## config.mk

```make
export PLATFORM = sky130hd
export DESIGN_NAME = cla_nibble_sequencer_flat
export DESIGN_NICKNAME = d
export VERILOG_FILES = /design/src/rtl/cla_nibble_sequencer_if.sv /design/src/rtl/cla_nibble_sequencer.sv /design/src/flat_wrapper.sv
export SDC_FILE = /design/constraint.sdc
export NUM_CORES = 1
export LEC_CHECK = 0
export BUFFER_PORTS_ARGS = -buffer_cell sky130_fd_sc_hd__buf_2
export CAP_MARGIN = 10
export CORE_MARGIN = 2
export CORE_UTILIZATION = 58
export DETAILED_ROUTE_END_ITERATION = 16
export GPL_ROUTABILITY_DRIVEN = 0
export PLACE_DENSITY = 0.94
export SETUP_SLACK_MARGIN = 0.2
export SLEW_MARGIN = 10
export SYNTH_ARGS = -nofsm -noshare
export SYNTH_HDL_FRONTEND = slang
export SYNTH_SLANG_ARGS = --single-unit
export TNS_END_PERCENT = 30
```

## constraint.sdc

```tcl
create_clock -name clk -period 8.15 [get_ports clk]
set_input_delay 0 -clock clk [delete_from_list [all_inputs] [get_ports clk]]
set_output_delay 0 -clock clk [all_outputs]
set_load 0.01 [all_outputs]
```

## src/rtl/cla_nibble_sequencer_if.sv

```systemverilog
// Operand/result bundle for the nibble-serial carry-lookahead adder.
// The requester drives the master side; the adder sits on the slave side.
interface cla_nibble_sequencer_if #(
    parameter int NIBBLES = 4
) ();
    localparam int W = 4 * NIBBLES;

    logic         start;
    logic [W-1:0] a;
    logic [W-1:0] b;
    logic         cin;
    logic         busy;
    logic         done;
    logic [W-1:0] sum;
    logic         cout;
    logic         ovf;

    modport master (
        output start, a, b, cin,
        input  busy, done, sum, cout, ovf
    );

    modport slave (
        input  start, a, b, cin,
        output busy, done, sum, cout, ovf
    );
endinterface

```

## src/rtl/cla_nibble_sequencer.sv

```systemverilog
// W-bit adder built from one 4-bit carry-lookahead slice reused over the
// nibbles, least significant first; one result every NIBBLES+2 cycles.
module cla_nibble_sequencer #(
    parameter int NIBBLES = 4
) (
    input  logic                  clk,
    input  logic                  rst,
    cla_nibble_sequencer_if.slave bus
);
    localparam int W  = 4 * NIBBLES;
    localparam int CW = (NIBBLES > 1) ? $clog2(NIBBLES) : 1;

    typedef enum logic [1:0] {IDLE, ADD, DONE} state_t;

    state_t         state_reg, state_next;
    logic [W-1:0]   a_reg, a_next;
    logic [W-1:0]   b_reg, b_next;
    logic [W-1:0]   sum_reg, sum_next;
    logic [CW-1:0]  cnt_reg, cnt_next;
    logic           carry_reg, carry_next;
    logic           busy_reg, busy_next;
    logic           done_reg, done_next;
    logic           cout_reg, cout_next;
    logic           ovf_reg, ovf_next;

    // Shared slice operates on the nibble selected by the counter
    logic [3:0] slice_a, slice_b, g, p, slice_sum;
    logic [4:0] c;
    logic       last_nibble;

    assign slice_a     = a_reg[{cnt_reg, 2'b00} +: 4];
    assign slice_b     = b_reg[{cnt_reg, 2'b00} +: 4];
    assign last_nibble = (cnt_reg == CW'(NIBBLES - 1));

    generate
        for (genvar gi = 0; gi < 4; gi++) begin : g_bit
            assign g[gi]         = slice_a[gi] & slice_b[gi];
            assign p[gi]         = slice_a[gi] ^ slice_b[gi];
            assign slice_sum[gi] = p[gi] ^ c[gi];
        end
    endgenerate

    // Flattened lookahead: every carry depends only on g, p and c0
    assign c[0] = carry_reg;
    assign c[1] = g[0] | (p[0] & c[0]);
    assign c[2] = g[1] | (p[1] & g[0]) | (p[1] & p[0] & c[0]);
    assign c[3] = g[2] | (p[2] & g[1]) | (p[2] & p[1] & g[0])
                | (p[2] & p[1] & p[0] & c[0]);
    assign c[4] = g[3] | (p[3] & g[2]) | (p[3] & p[2] & g[1])
                | (p[3] & p[2] & p[1] & g[0])
                | (p[3] & p[2] & p[1] & p[0] & c[0]);

    always_ff @(posedge clk or posedge rst) begin
        if (rst) begin
            state_reg <= IDLE;
            a_reg     <= '0;
            b_reg     <= '0;
            sum_reg   <= '0;
            cnt_reg   <= '0;
            carry_reg <= 1'b0;
            busy_reg  <= 1'b0;
            done_reg  <= 1'b0;
            cout_reg  <= 1'b0;
            ovf_reg   <= 1'b0;
        end else begin
            state_reg <= state_next;
            a_reg     <= a_next;
            b_reg     <= b_next;
            sum_reg   <= sum_next;
            cnt_reg   <= cnt_next;
            carry_reg <= carry_next;
            busy_reg  <= busy_next;
            done_reg  <= done_next;
            cout_reg  <= cout_next;
            ovf_reg   <= ovf_next;
        end
    end

    always_comb begin
        state_next = state_reg;
        a_next     = a_reg;
        b_next     = b_reg;
        sum_next   = sum_reg;
        cnt_next   = cnt_reg;
        carry_next = carry_reg;
        busy_next  = busy_reg;
        done_next  = 1'b0;
        cout_next  = cout_reg;
        ovf_next   = ovf_reg;

        case (state_reg)
            IDLE: begin
                if (bus.start) begin
                    a_next     = bus.a;
                    b_next     = bus.b;
                    carry_next = bus.cin;
                    cnt_next   = '0;
                    busy_next  = 1'b1;
                    state_next = ADD;
                end
            end
            ADD: begin
                sum_next[{cnt_reg, 2'b00} +: 4] = slice_sum;
                carry_next = c[4];
                if (last_nibble) begin
                    cnt_next   = '0;
                    busy_next  = 1'b0;
                    done_next  = 1'b1;
                    cout_next  = c[4];
                    ovf_next   = c[3] ^ c[4];
                    state_next = DONE;
                end else begin
                    cnt_next = cnt_reg + CW'(1);
                end
            end
            DONE: begin
                state_next = IDLE;
            end
            default: begin
                state_next = IDLE;
            end
        endcase
    end

    assign bus.busy = busy_reg;
    assign bus.done = done_reg;
    assign bus.sum  = sum_reg;
    assign bus.cout = cout_reg;
    assign bus.ovf  = ovf_reg;
endmodule

```

## src/flat_wrapper.sv

```systemverilog
// flat-port wrapper written by rule: the top's interface ports become plain ports
module cla_nibble_sequencer_flat 
#(
    parameter int NIBBLES = 4
)
  (clk, rst, bus_start, bus_a, bus_b, bus_cin, bus_busy, bus_done, bus_sum, bus_cout, bus_ovf);
  cla_nibble_sequencer_if #(.NIBBLES(NIBBLES)) bus_i ();
  input  logic clk;
  input  logic rst;
  input wire logic [$bits(bus_i.start)-1:0] bus_start;
  input wire logic [$bits(bus_i.a)-1:0] bus_a;
  input wire logic [$bits(bus_i.b)-1:0] bus_b;
  input wire logic [$bits(bus_i.cin)-1:0] bus_cin;
  output wire logic [$bits(bus_i.busy)-1:0] bus_busy;
  output wire logic [$bits(bus_i.done)-1:0] bus_done;
  output wire logic [$bits(bus_i.sum)-1:0] bus_sum;
  output wire logic [$bits(bus_i.cout)-1:0] bus_cout;
  output wire logic [$bits(bus_i.ovf)-1:0] bus_ovf;
  assign bus_i.start = bus_start;
  assign bus_i.a = bus_a;
  assign bus_i.b = bus_b;
  assign bus_i.cin = bus_cin;
  assign bus_busy = bus_i.busy;
  assign bus_done = bus_i.done;
  assign bus_sum = bus_i.sum;
  assign bus_cout = bus_i.cout;
  assign bus_ovf = bus_i.ovf;
  cla_nibble_sequencer #(.NIBBLES(NIBBLES)) u_core (.clk(clk), .rst(rst), .bus(bus_i));
endmodule
```

==> impl_results.html, run 1 <==
<table>
<tr><th>Metric</th><th>Value</th></tr>
<tr><th colspan="2">Critical path</th></tr>
<tr><td>Crit. End Element</td><td>flop</td></tr>
<tr><td>Startpoint of the worst-slack reg-to-reg timing path</td><td>u_core.cnt_reg[0]</td></tr>
<tr><td>Critical Path, Cell by Cell</td><td>mux4_2 &gt; ha_1 &gt; a211oi_1 &gt; o21bai_2 &gt; xor2_1 &gt; a22o_1</td></tr>
<tr><td>Logic depth of the worst register-to-register path</td><td>6</td></tr>
<tr><td>Biggest fanout along the worst timing path</td><td>17</td></tr>
<tr><td>CP max stage cell</td><td>dfrtp_1</td></tr>
<tr><td>Arrival time reported for the critical path endpoint</td><td>3230 ps</td></tr>
<tr><td>Path type of the worst setup path</td><td>reg -&gt; reg</td></tr>
<tr><td>Req. time, crit path</td><td>8430 ps</td></tr>
<tr><td>Largest incremental delay on the critical path</td><td>930 ps</td></tr>
<tr><td>Crit path launch</td><td>u_core.cnt_reg[0]</td></tr>
<tr><td>Kind of start point of the critical path</td><td>flop</td></tr>
<tr><th colspan="2">Clock network</th></tr>
<tr><td>CTS resizes</td><td>0</td></tr>
<tr><td>Inserted Clock Buffers</td><td>9</td></tr>
<tr><td>CTS Root Cell</td><td>clkbuf_8</td></tr>
<tr><td>Post-CTS setup-driven buffer insertion count</td><td>0</td></tr>
<tr><td>Clock tree from TritonCTS</td><td>done</td></tr>
<tr><td>Clock sink count</td><td>57</td></tr>
<tr><td>Clock-pin slew on the worst setup and hold paths</td><td>60 ps</td></tr>
<tr><td>H-tree depth</td><td>3</td></tr>
<tr><td>Max Root-Sink Buffers</td><td>2</td></tr>
<tr><td>Later-pin clock latency in the skew report</td><td>340 ps</td></tr>
<tr><th colspan="2">Pwr</th></tr>
<tr><td>Switching share of total power</td><td>39.8%</td></tr>
<tr><td>Net Switching</td><td>0.615 mW</td></tr>
<tr><td>Pint</td><td>0.930 mW</td></tr>
<tr><td>Total chip power</td><td>1.54 mW</td></tr>
<tr><td>Combinational share of power</td><td>48.7%</td></tr>
<tr><td>Power density normalized to cell area</td><td>442 nW/µm²</td></tr>
<tr><td>Portion of total power attributed to sequential cells</td><td>34.8%</td></tr>
<tr><td>Worst-case vdd ir drop</td><td>269 µV</td></tr>
<tr><td>Share of power burned in the clock network</td><td>16.6%</td></tr>
<tr><td>Leakage power summed over all cells</td><td>1.68 nW</td></tr>
<tr><th colspan="2">Timing</th></tr>
<tr><td>Max Clock Freq</td><td>0.339 GHz</td></tr>
<tr><td>Final critical-path share of the clock period</td><td>36.2%</td></tr>
<tr><td>Max Transition Viols Final</td><td>0</td></tr>
<tr><td>Time the worst path needs with I/O delays and setup</td><td>2950 ps</td></tr>
<tr><td>Number of hold-slack violations in the final timing report</td><td>0</td></tr>
<tr><td>Relative slew slack</td><td>36.0%</td></tr>
<tr><td>Fin Clk Skew</td><td>5.58 ps</td></tr>
<tr><td>Slew at the pin closest to its max-slew limit</td><td>959 ps</td></tr>
<tr><td>Setup TNS Final</td><td>0 ps</td></tr>
<tr><td>RSZ-0062 raised after global routing</td><td>false</td></tr>
<tr><td>Setup violators final</td><td>0</td></tr>
<tr><td>Post-layout worst setup margin</td><td>5200 ps</td></tr>
<tr><th colspan="2">Synthesis</th></tr>
<tr><td>Average cell area after synthesis</td><td>14.6 µm²</td></tr>
<tr><td>FF+latch count, synth</td><td>57</td></tr>
<tr><td>Top-area cell type share of the netlist area</td><td>54.0%</td></tr>
<tr><td>Area of the mapped netlist</td><td>2640 µm²</td></tr>
<tr><td>Leading register cell type out of synthesis</td><td>dfrtp_1</td></tr>
<tr><td>Synth area leaders</td><td>dfrtp_1 (54%), mux2_2 (14%), mux4_2 (6.8%), a22o_1 (5.3%), ha_1 (5.2%)</td></tr>
<tr><td>Post-Synthesis Net Count</td><td>229</td></tr>
<tr><td>Largest area contributor in the netlist</td><td>dfrtp_1</td></tr>
<tr><td>Sequential element share of the synthesized area</td><td>54.0%</td></tr>
<tr><td>Number of enable-type register cells in the synthesized netlist</td><td>0</td></tr>
<tr><td>Gate Count Post-Synth</td><td>181</td></tr>
<tr><td>Post-synthesis cell type count</td><td>33</td></tr>
<tr><td>Number of warnings reported in the yosys synthesis log</td><td>0</td></tr>
<tr><td>Async set-reset flop share out of synthesis</td><td>100%</td></tr>
<tr><th colspan="2">Final layout</th></tr>
<tr><td>Number of nets in the layout</td><td>324</td></tr>
<tr><td>Summed area of non-filler cells in the final layout</td><td>3490 µm²</td></tr>
<tr><td>Fraction of layout cells with a size suffix above 1</td><td>42.0%</td></tr>
<tr><td>FILL cells</td><td>249</td></tr>
<tr><td>Antenna diode instance count</td><td>0</td></tr>
<tr><td>Synth-to-Final Area Change</td><td>32.2%</td></tr>
<tr><th colspan="2">Placed design</th></tr>
<tr><td>Post-place instance area</td><td>2960 µm²</td></tr>
<tr><td>Half-perimeter wire length of the detailed placement result</td><td>3480 µm</td></tr>
<tr><td>Buffers added on ports</td><td>55</td></tr>
<tr><td>Worst setup slack before clock tree synthesis</td><td>5210 ps</td></tr>
<tr><th colspan="2">Routing</th></tr>
<tr><td>Antenna-violating nets left</td><td>0</td></tr>
<tr><td>WL/cell</td><td>19.0 µm</td></tr>
<tr><td>Uppermost layer routed</td><td>met4</td></tr>
<tr><td>Met1 wire length</td><td>2450 µm</td></tr>
<tr><td>Number of search-and-repair iterations in the first detailed-routing pass</td><td>6</td></tr>
<tr><td>Detail Route met2 WL</td><td>3280 µm</td></tr>
<tr><td>Via density per instance</td><td>5.63</td></tr>
<tr><td>Post-route DRC</td><td>0</td></tr>
<tr><td>Amount of wire on met3 after detailed routing</td><td>379 µm</td></tr>
<tr><td>Vias</td><td>1874</td></tr>
<tr><td>DRT iter0 DRCs</td><td>56</td></tr>
<tr><td>Final Routed Wirelength</td><td>6340 µm</td></tr>
<tr><th colspan="2">Global routing</th></tr>
<tr><td>Pin count of the biggest net entering global routing</td><td>58</td></tr>
<tr><td>Initial antenna violation count</td><td>0</td></tr>
<tr><td>Via count of the first global-routing pass</td><td>1958</td></tr>
<tr><td>Overall fraction of global-route tracks in use</td><td>27.0%</td></tr>
<tr><td>Aggregate global routing overflow</td><td>0</td></tr>
<tr><td>Wire length of the first global-routing pass</td><td>9920 µm</td></tr>
<tr><th colspan="2">Floorplan</th></tr>
<tr><td>Number of core rows</td><td>24</td></tr>
<tr><td>Area inside the core boundary</td><td>4380 µm²</td></tr>
<tr><td>Starting density of the core</td><td>60.3%</td></tr>
<tr><td>Boundary Pins</td><td>56</td></tr>
<tr><td>Chip width</td><td>71.5 µm</td></tr>
<tr><td>Die H</td><td>71.5 µm</td></tr>
<tr><td>Total die area</td><td>5110 µm²</td></tr>
<tr><th colspan="2">Run status</th></tr>
<tr><td>Result of the run</td><td>completed</td></tr>
<tr><th colspan="2">Job</th></tr>
<tr><td>Number of max-cap violations</td><td>0</td></tr>
<tr><th colspan="2">Hold path</th></tr>
<tr><td>Number of cells on the worst hold path</td><td>5</td></tr>
<tr><td>Path category of the worst min-delay check</td><td>in -&gt; reg</td></tr>
<tr><td>Min-Delay Startpoint</td><td>bus_cin</td></tr>
</table>
## path summary, 6_finish.rpt
kind / to / slack [ps]
worst max-delay path: u_core.bus.sum[3] / 5200
worst min-delay path: u_core.carry_reg / 120
worst max register to register: u_core.bus.sum[3] / 5200
worst min register to register: u_core.bus.busy / 470
max in group asynchronous: u_core.b_reg[10] / 7190
min in group asynchronous: u_core.a_reg[12] / 400
## what timing repair did
item                                   4_1_cts  5_1_grt
hold buffers                                33        1
setup endpoints to repair                    0        0
endpoints found under the hold margin       33       57
## through the flow
stage | std cells | utilization [%] | hold slack [ps]
2_1_floorplan | 181 | - | 152
3_3_place_gp | 283 | 67.6 | 232
3_5_place_dp | 283 | 67.6 | 237
5_1_grt | 333 | 79.7 | 148
6_report | 333 | 79.7 | 121
4_1_cts | 332 | 79.5 | 4.62
## routing by layer
layer	vias up	track usage, %
met3	24	10.5
met4	0	11.3
met5	-	0
met1	923	30.7
met2	71	45.5
li1	856	-
## critical path, delay by kind of cell, from the launching register on
family,cells,cell delay (ps)
xor gates and xnor gates,1,300
muxes,1,670
AOI/OAI and AO/OA,3,630
DFF,1,930
adders and majority gates,1,360
## cells in the final DEF, fill, tap and decap left out, types with 6 or more instances in the layout
master / n
buf_2: 55
a22o_1: 16
ha_1: 11
dlygate4sd3_1: 34
clkbuf_8: 10
nor2_1: 6
dfrtp_1: 57
mux2_2: 32
mux4_2: 8
inv_1: 6
## cells in the mapped netlist (2+ instances only)
cell type,n
a21oi_1,5
nand2_2,2
mux2_2,32
ha_1,11
nand2_1,5
buf_2,3
a22o_1,16
mux4_2,8
a21o_1,2
o21ai_0,2
nand3b_1,2
dfrtp_1,57
nor2_1,6
xor2_1,2
buf_4,2
mux2i_1,2
inv_1,7
nor4b_4,2
## kinds of logic (layout without fill, tap and decap cells)
| logic type | Yosys count | in the layout | synth area share (%) |
|---|---|---|---|
| flops | 57 | 57 | 54.0 |
| mux | 42 | 42 | 21.2 |
| compound gates | 30 | 30 | 8.90 |
| simple gates | 24 | 24 | 6.72 |
| buf+inv | 13 | 113 | 2.27 |
| fa+ha+maj | 12 | 12 | 5.96 |
| xor+xnor | 3 | 3 | 0.994 |
## area by class of cell
class,instances,area (µm²),area share [%]
sequential,57,1430,40.8
clock inverter,3,40.0,1.15
inverter,7,27.5,0.788
clock buffer,13,149,4.26
multi-input combinational,111,1160,33.3
timing repair buffer,90,623,17.8
tap,52,65.1,1.86
## power by group through the flow
stage	clock network, mW	logic [mW]	registers (mW)
after floorplan	0	0.559	0.500
after global placement	0	0.685	0.519
after detailed placement	0	0.719	0.527
after CTS	0.258	0.733	0.523
after global routing	0.273	0.813	0.550
final	0.256	0.752	0.537
Power figures use the tool's default switching activity.
==> run 2: changes to the inputs <==
- CORE_UTILIZATION: 58 -> 54
- PLACE_DENSITY: 0.94 -> 0.89
- clock period: 8.15 -> 3.1 ns (I/O delays scaled with it)
==> run 2 against run 1 <==
Clock skew rose by 0.57 ps. Hold slack lost 40 ps. Critical path depth is the same. Clock-buffer cell count shrank 1. Largest cell class unchanged. Cell count up 4.8%.
==> impl_results.html, run 2 (synthesis gave the netlist of run 1 again) <==
<table>
<tr><th>Metric</th><th>Value</th></tr>
<tr><th colspan="2">Placed design</th></tr>
<tr><td>Total instance count after detailed placement</td><td>300</td></tr>
<tr><td>Worst setup slack before clock tree synthesis</td><td>481 ps</td></tr>
<tr><td>Buffers added on ports</td><td>55</td></tr>
<tr><td>Half-perimeter wire length of the detailed placement result</td><td>3500 µm</td></tr>
<tr><th colspan="2">Critical path</th></tr>
<tr><td>Path type of the worst setup path</td><td>reg -&gt; reg</td></tr>
<tr><td>CP max stage cell</td><td>dfrtp_1</td></tr>
<tr><td>Kind of start point of the critical path</td><td>flop</td></tr>
<tr><td>Biggest fanout along the worst timing path</td><td>9</td></tr>
<tr><td>Crit. End Element</td><td>flop</td></tr>
<tr><td>Critical path capture point</td><td>u_core.bus.sum[7]</td></tr>
<tr><td>Critical Path, Cell by Cell</td><td>mux4_2 &gt; ha_1 &gt; a211oi_1 &gt; o21bai_2 &gt; xor2_1 &gt; a22o_1</td></tr>
<tr><td>End of the worst register-to-register path</td><td>u_core.bus.sum[7]</td></tr>
<tr><td>Largest incremental delay on the critical path</td><td>660 ps</td></tr>
<tr><td>Logic depth of the worst setup path including buffers</td><td>6</td></tr>
<tr><td>Critical path buffers and inverters</td><td>0</td></tr>
<tr><td>Arrival time reported for the critical path endpoint</td><td>2910 ps</td></tr>
<tr><td>Internal reg-to-reg setup slack</td><td>460 ps</td></tr>
<tr><td>Family with the most delay on the worst path</td><td>flip-flops</td></tr>
<tr><td>Req. time, crit path</td><td>3370 ps</td></tr>
<tr><td>Crit path launch</td><td>u_core.cnt_reg[0]</td></tr>
<tr><td>Startpoint of the worst-slack reg-to-reg timing path</td><td>u_core.cnt_reg[0]</td></tr>
<tr><td>Logic depth of the worst register-to-register path</td><td>6</td></tr>
<tr><th colspan="2">Floorplan</th></tr>
<tr><td>Boundary Pins</td><td>56</td></tr>
<tr><td>Area inside the core boundary</td><td>4720 µm²</td></tr>
<tr><td>Starting density of the core</td><td>56.0%</td></tr>
<tr><td>Number of core rows</td><td>25</td></tr>
<tr><td>Total die area</td><td>5470 µm²</td></tr>
<tr><td>Die H</td><td>74.0 µm</td></tr>
<tr><td>Chip width</td><td>74.0 µm</td></tr>
<tr><th colspan="2">Timing</th></tr>
<tr><td>RSZ-0062 raised after global routing</td><td>false</td></tr>
<tr><td>Max Clock Freq</td><td>0.378 GHz</td></tr>
<tr><td>Setup violators final</td><td>0</td></tr>
<tr><td>Relative slew slack</td><td>51.2%</td></tr>
<tr><td>Max Transition Viols Final</td><td>0</td></tr>
<tr><td>Post-layout worst setup margin</td><td>457 ps</td></tr>
<tr><td>Number of hold-slack violations in the final timing report</td><td>0</td></tr>
<tr><td>WHS</td><td>81.1 ps</td></tr>
<tr><td>Fin Clk Skew</td><td>6.15 ps</td></tr>
<tr><td>Setup TNS Final</td><td>0 ps</td></tr>
<tr><td>Final critical-path share of the clock period</td><td>85.2%</td></tr>
<tr><td>Slew at the pin closest to its max-slew limit</td><td>730 ps</td></tr>
<tr><td>Time the worst path needs with I/O delays and setup</td><td>2640 ps</td></tr>
<tr><th colspan="2">Pwr</th></tr>
<tr><td>Portion of total power attributed to sequential cells</td><td>33.9%</td></tr>
<tr><td>Power density normalized to cell area</td><td>1130 nW/µm²</td></tr>
<tr><td>Combinational share of power</td><td>48.9%</td></tr>
<tr><td>Share of power burned in the clock network</td><td>17.3%</td></tr>
<tr><td>Leakage power summed over all cells</td><td>1.69 nW</td></tr>
<tr><td>Switching share of total power</td><td>38.4%</td></tr>
<tr><td>Net Switching</td><td>1.54 mW</td></tr>
<tr><td>Pint</td><td>2.46 mW</td></tr>
<tr><td>Worst-case vdd ir drop</td><td>570 µV</td></tr>
<tr><th colspan="2">Routing</th></tr>
<tr><td>Via density per instance</td><td>5.31</td></tr>
<tr><td>Number of search-and-repair iterations in the first detailed-routing pass</td><td>4</td></tr>
<tr><td>Amount of wire on met3 after detailed routing</td><td>228 µm</td></tr>
<tr><td>WL/cell</td><td>15.8 µm</td></tr>
<tr><td>Final Routed Wirelength</td><td>5500 µm</td></tr>
<tr><td>DRT iter0 DRCs</td><td>80</td></tr>
<tr><td>Antenna-violating nets left</td><td>0</td></tr>
<tr><td>Met1 wire length</td><td>2320 µm</td></tr>
<tr><td>Post-route DRC</td><td>0</td></tr>
<tr><td>Uppermost layer routed</td><td>met4</td></tr>
<tr><td>Vias</td><td>1853</td></tr>
<tr><td>Detail Route met2 WL</td><td>2830 µm</td></tr>
<tr><th colspan="2">Clock network</th></tr>
<tr><td>CTS Root Cell</td><td>clkbuf_8</td></tr>
<tr><td>Clock-pin slew on the worst setup and hold paths</td><td>70 ps</td></tr>
<tr><td>Clock sink count</td><td>57</td></tr>
<tr><td>Max Root-Sink Buffers</td><td>2</td></tr>
<tr><td>Inserted Clock Buffers</td><td>9</td></tr>
<tr><td>Clock tree from TritonCTS</td><td>done</td></tr>
<tr><td>H-tree depth</td><td>3</td></tr>
<tr><td>CTS resizes</td><td>0</td></tr>
<tr><td>Later-pin clock latency in the skew report</td><td>330 ps</td></tr>
<tr><th colspan="2">Hold path</th></tr>
<tr><td>Path category of the worst min-delay check</td><td>in -&gt; reg</td></tr>
<tr><td>Min-Delay Startpoint</td><td>bus_cin</td></tr>
<tr><th colspan="2">Final layout</th></tr>
<tr><td>Most common library cell in the layout ignoring fill and taps</td><td>dfrtp_1</td></tr>
<tr><td>Synth-to-Final Area Change</td><td>33.6%</td></tr>
<tr><td>Antenna diode instance count</td><td>0</td></tr>
<tr><td>Final non-filler cell total</td><td>349</td></tr>
<tr><td>Fraction of layout cells with a size suffix above 1</td><td>42.9%</td></tr>
<tr><td>Commonest non-fill, non-tap cells in the layout</td><td>dfrtp_1 (57), buf_2 (55), dlygate4sd3_1 (34)</td></tr>
<tr><td>FILL cells</td><td>300</td></tr>
<tr><td>Number of nets in the layout</td><td>326</td></tr>
<tr><td>Multi-input combinational cell area</td><td>1160 µm²</td></tr>
<tr><td>Area used by sequential logic in the layout</td><td>1430 µm²</td></tr>
<tr><th colspan="2">Global routing</th></tr>
<tr><td>Wire length of the first global-routing pass</td><td>9070 µm</td></tr>
<tr><td>Pin count of the biggest net entering global routing</td><td>38</td></tr>
<tr><td>Initial antenna violation count</td><td>0</td></tr>
<tr><td>Aggregate global routing overflow</td><td>0</td></tr>
<tr><td>Via count of the first global-routing pass</td><td>1990</td></tr>
<tr><td>Overall fraction of global-route tracks in use</td><td>23.2%</td></tr>
<tr><th colspan="2">Job</th></tr>
<tr><td>Number of max-cap violations</td><td>0</td></tr>
<tr><th colspan="2">Run status</th></tr>
<tr><td>Result of the run</td><td>completed</td></tr>
</table>
-- run 2: changes by cell type in the layout (fill, tap and decap cells not counted) --
| cell | delta |
|---|---|
| clkinv_2 | -1 |
| clkbuf_8 | +1 |
| inv_2 | +1 |
| clkbuf_1 | -2 |
| buf_4 | +2 |
-- run 2: per-layer routing --
metal  track usage [%]  vias to the layer above
li1                  -                      864
met1              27.1                      913
met2              40.0                       61
met3              5.28                       15
met4              12.1                        0
met5                 0                        -
-- run 2: worst reg2reg max path, delay by kind of cell, from the launching register on --
kind	cells	cell delay (ps)
multiplexers	1	630
flip-flops	1	660
XOR/XNOR	1	320
adder cells (fa/ha/maj)	1	340
AO/OA/AOI/OAI	3	640
-- run 2: worst min-delay path by stage --
stage                                    to  slack (ps)  cells past startpoint
after global placement    u_core.bus.sum[0]         170                      2
after global routing       u_core.carry_reg         130                      5
after floorplan            u_core.a_reg[15]         150                      1
after detailed placement  u_core.bus.sum[2]         170                      2
final                      u_core.carry_reg          80                      5
after CTS                  u_core.carry_reg          70                      5
-- run 2: what timing repair did --
item                                   in CTS  in global routing
endpoints found under the hold margin      69                  0
hold buffers                               34                  0
buffers inserted                            0                  0
-- run 2: layout make-up --
type | instances | area share [%]
sequential | 57 | 40.4
multi-input combinational | 111 | 32.9
inverter | 7 | 0.744
tap | 67 | 2.37
timing repair buffer | 92 | 18.1
clock inverter | 3 | 1.13
clock buffer | 12 | 4.39
-- run 2: power groups by stage --
stage	Clock [mW]	Combinational, mW	Sequential [mW]
global placement	0	1.84	1.35
CTS	0.698	1.96	1.35
floorplan	0	1.47	1.31
finish	0.691	1.96	1.36
global route	0.730	2.14	1.40
detailed placement	0	1.91	1.36
-- run 2: through the flow --
step / area [µm²] / utilization [%] / power [mW]
after CTS: 3530 / 74.8 / 4.01
after global placement: 3000 / 63.5 / 3.19
after floorplan: 2640 / - / 2.78
after detailed placement: 3000 / 63.5 / 3.27
final: 3530 / 74.8 / 4.00
after global routing: 3530 / 74.8 / 4.28
==> run 3: changes to the inputs <==
- CORE_UTILIZATION: 54 -> 58
- MAX_ROUTING_LAYER: unset -> met4
- PLACE_DENSITY: 0.89 -> 0.94
- clock period: 3.1 -> 3.4 ns (I/O delays scaled with it)
==> run 3 against run 2 <==
Wire length grew 14%. Critical path type unchanged. Critical endpoint is now u_core.bus.sum[3]. Combinational power shrank 5%. Clock skew grew 3.4 ps. Fmax shrank 2.5%. Power shrank 7.1%. Sequential cell count is the same. Largest cell class unchanged.
==> impl_results.html, run 3 (synthesis gave the netlist of run 1 again) <==
<table>
<tr><th>Metric</th><th>Value</th></tr>
<tr><th colspan="2">Run status</th></tr>
<tr><td>Result of the run</td><td>completed</td></tr>
<tr><th colspan="2">Critical path</th></tr>
<tr><td>Kind of start point of the critical path</td><td>flop</td></tr>
<tr><td>Crit. End Element</td><td>flop</td></tr>
<tr><td>Biggest fanout along the worst timing path</td><td>13</td></tr>
<tr><td>Critical Path, Cell by Cell</td><td>buf_4 &gt; mux4_2 &gt; ha_1 &gt; o21ai_0 &gt; o21bai_2 &gt; xor2_1 &gt; a22o_1</td></tr>
<tr><td>Critical path buffers and inverters</td><td>1</td></tr>
<tr><td>Arrival time reported for the critical path endpoint</td><td>2990 ps</td></tr>
<tr><td>Path type of the worst setup path</td><td>reg -&gt; reg</td></tr>
<tr><td>Req. time, crit path</td><td>3680 ps</td></tr>
<tr><td>Largest incremental delay on the critical path</td><td>560 ps</td></tr>
<tr><td>Family with the most delay on the worst path</td><td>flip-flops</td></tr>
<tr><td>CP max stage cell</td><td>dfrtp_1</td></tr>
<tr><th colspan="2">Floorplan</th></tr>
<tr><td>Total die area</td><td>5110 µm²</td></tr>
<tr><td>Chip width</td><td>71.5 µm</td></tr>
<tr><td>Number of core rows</td><td>24</td></tr>
<tr><td>Boundary Pins</td><td>56</td></tr>
<tr><td>Starting density of the core</td><td>60.3%</td></tr>
<tr><td>Die H</td><td>71.5 µm</td></tr>
<tr><td>Area inside the core boundary</td><td>4380 µm²</td></tr>
<tr><th colspan="2">Routing</th></tr>
<tr><td>Via density per instance</td><td>5.71</td></tr>
<tr><td>Vias</td><td>1908</td></tr>
<tr><td>Post-route DRC</td><td>0</td></tr>
<tr><td>DRT iter0 DRCs</td><td>83</td></tr>
<tr><td>Antenna-violating nets left</td><td>0</td></tr>
<tr><td>Final Routed Wirelength</td><td>6280 µm</td></tr>
<tr><td>Number of search-and-repair iterations in the first detailed-routing pass</td><td>5</td></tr>
<tr><td>WL/cell</td><td>18.8 µm</td></tr>
<tr><th colspan="2">Clock network</th></tr>
<tr><td>Later-pin clock latency in the skew report</td><td>340 ps</td></tr>
<tr><td>Inserted Clock Buffers</td><td>9</td></tr>
<tr><td>CTS Root Cell</td><td>clkbuf_8</td></tr>
<tr><td>Clock-pin slew on the worst setup and hold paths</td><td>70 ps</td></tr>
<tr><td>Max Root-Sink Buffers</td><td>2</td></tr>
<tr><td>H-tree depth</td><td>3</td></tr>
<tr><td>CTS resizes</td><td>0</td></tr>
<tr><td>Clock tree from TritonCTS</td><td>done</td></tr>
<tr><td>Clock sink count</td><td>57</td></tr>
<tr><th colspan="2">Placed design</th></tr>
<tr><td>Total instance count after detailed placement</td><td>284</td></tr>
<tr><td>Half-perimeter wire length of the detailed placement result</td><td>3770 µm</td></tr>
<tr><td>Buffers added on ports</td><td>55</td></tr>
<tr><td>Worst setup slack before clock tree synthesis</td><td>823 ps</td></tr>
<tr><th colspan="2">Final layout</th></tr>
<tr><td>Fraction of layout cells with a size suffix above 1</td><td>42.9%</td></tr>
<tr><td>Synth-to-Final Area Change</td><td>32.6%</td></tr>
<tr><td>Area used by sequential logic in the layout</td><td>1430 µm²</td></tr>
<tr><td>Final non-filler cell total</td><td>334</td></tr>
<tr><td>Antenna diode instance count</td><td>0</td></tr>
<tr><td>Commonest non-fill, non-tap cells in the layout</td><td>dfrtp_1 (57), buf_2 (55), dlygate4sd3_1 (34)</td></tr>
<tr><td>Most common library cell in the layout ignoring fill and taps</td><td>dfrtp_1</td></tr>
<tr><td>Multi-input combinational cell area</td><td>1160 µm²</td></tr>
<tr><td>Number of nets in the layout</td><td>325</td></tr>
<tr><td>FILL cells</td><td>246</td></tr>
<tr><th colspan="2">Timing</th></tr>
<tr><td>Max Transition Viols Final</td><td>0</td></tr>
<tr><td>Slew at the pin closest to its max-slew limit</td><td>960 ps</td></tr>
<tr><td>Setup TNS Final</td><td>0 ps</td></tr>
<tr><td>Post-layout worst setup margin</td><td>691 ps</td></tr>
<tr><td>RSZ-0062 raised after global routing</td><td>false</td></tr>
<tr><td>Fin Clk Skew</td><td>9.53 ps</td></tr>
<tr><td>Max Clock Freq</td><td>0.369 GHz</td></tr>
<tr><td>Number of hold-slack violations in the final timing report</td><td>0</td></tr>
<tr><td>Relative slew slack</td><td>35.9%</td></tr>
<tr><td>Setup violators final</td><td>0</td></tr>
<tr><td>Final critical-path share of the clock period</td><td>79.7%</td></tr>
<tr><td>Time the worst path needs with I/O delays and setup</td><td>2710 ps</td></tr>
<tr><th colspan="2">Global routing</th></tr>
<tr><td>Via count of the first global-routing pass</td><td>2105</td></tr>
<tr><td>Wire length of the first global-routing pass</td><td>10200 µm</td></tr>
<tr><td>Initial antenna violation count</td><td>0</td></tr>
<tr><td>Aggregate global routing overflow</td><td>0</td></tr>
<tr><td>Pin count of the biggest net entering global routing</td><td>58</td></tr>
<tr><td>Overall fraction of global-route tracks in use</td><td>27.9%</td></tr>
<tr><th colspan="2">Pwr</th></tr>
<tr><td>Worst-case vdd ir drop</td><td>590 µV</td></tr>
<tr><td>Power density normalized to cell area</td><td>1060 nW/µm²</td></tr>
<tr><td>Total chip power</td><td>3.72 mW</td></tr>
<tr><td>Leakage power summed over all cells</td><td>1.69 nW</td></tr>
<tr><th colspan="2">Hold path</th></tr>
<tr><td>Path category of the worst min-delay check</td><td>in -&gt; reg</td></tr>
<tr><th colspan="2">Job</th></tr>
<tr><td>Number of max-cap violations</td><td>0</td></tr>
</table>
## run 3: worst paths after layout
check,start,endpoint,slack (ps),cells after the start
max,u_core.cnt_reg[0],u_core.bus.sum[3],690,7
max reg2reg,u_core.cnt_reg[0],u_core.bus.sum[3],690,7
min in group asynchronous,rst,u_core.bus.sum[0],390,3
min,bus_cin,u_core.carry_reg,110,5
max in group asynchronous,rst,u_core.bus.busy,2440,3
min reg2reg,u_core.bus.sum[5],u_core.bus.sum[5],480,2
## run 3: per-layer routing
metal  GRT usage, %  vias to the layer above  wire length [µm]
li1               -                      862                 -
met1           31.5                      953              2510
met2           46.5                       77              3290
met3           5.06                       16               308
met4           15.9                        0               167
met5              -                        -                 0
## run 3: final cells by class
cell class / instances / share of cell area [%]
clock buffer: 14 / 5.21
inverter: 7 / 0.785
timing repair buffer: 91 / 18.0
clock inverter: 2 / 0.286
multi-input combinational: 111 / 33.2
sequential: 57 / 40.7
tap: 52 / 1.86
## run 3: power by group
part | switching [mW] | leakage, nW | internal, mW
Sequential | 0.247 | 0.706 | 0.999
Combinational | 0.976 | 0.881 | 0.881
Clock | 0.273 | 0.102 | 0.342
## run 3: worst register-to-register path, cell delays in order (launching register included)
cell	delay, ps
dfrtp_1	560
buf_4	320
mux4_2	550
ha_1	360
o21ai_0	140
o21bai_2	220
xor2_1	310
a22o_1	190
## run 3: what timing repair did
action | in CTS | in global routing
buffers inserted | 0 | 0
hold endpoints to repair | 33 | 57
hold buffers | 33 | 1
## run 3: stage by stage
| stage | hold WS (ps) | cell area (µm²) | utilization [%] |
|---|---|---|---|
| 2_1_floorplan | 152 | 2640 | - |
| 3_3_place_gp | 231 | 2970 | 67.8 |
| 3_5_place_dp | 234 | 2970 | 67.8 |
| 4_1_cts | 10.5 | 3490 | 79.7 |
| 5_1_grt | 173 | 3510 | 80.0 |
| 6_report | 105 | 3510 | 80.0 |
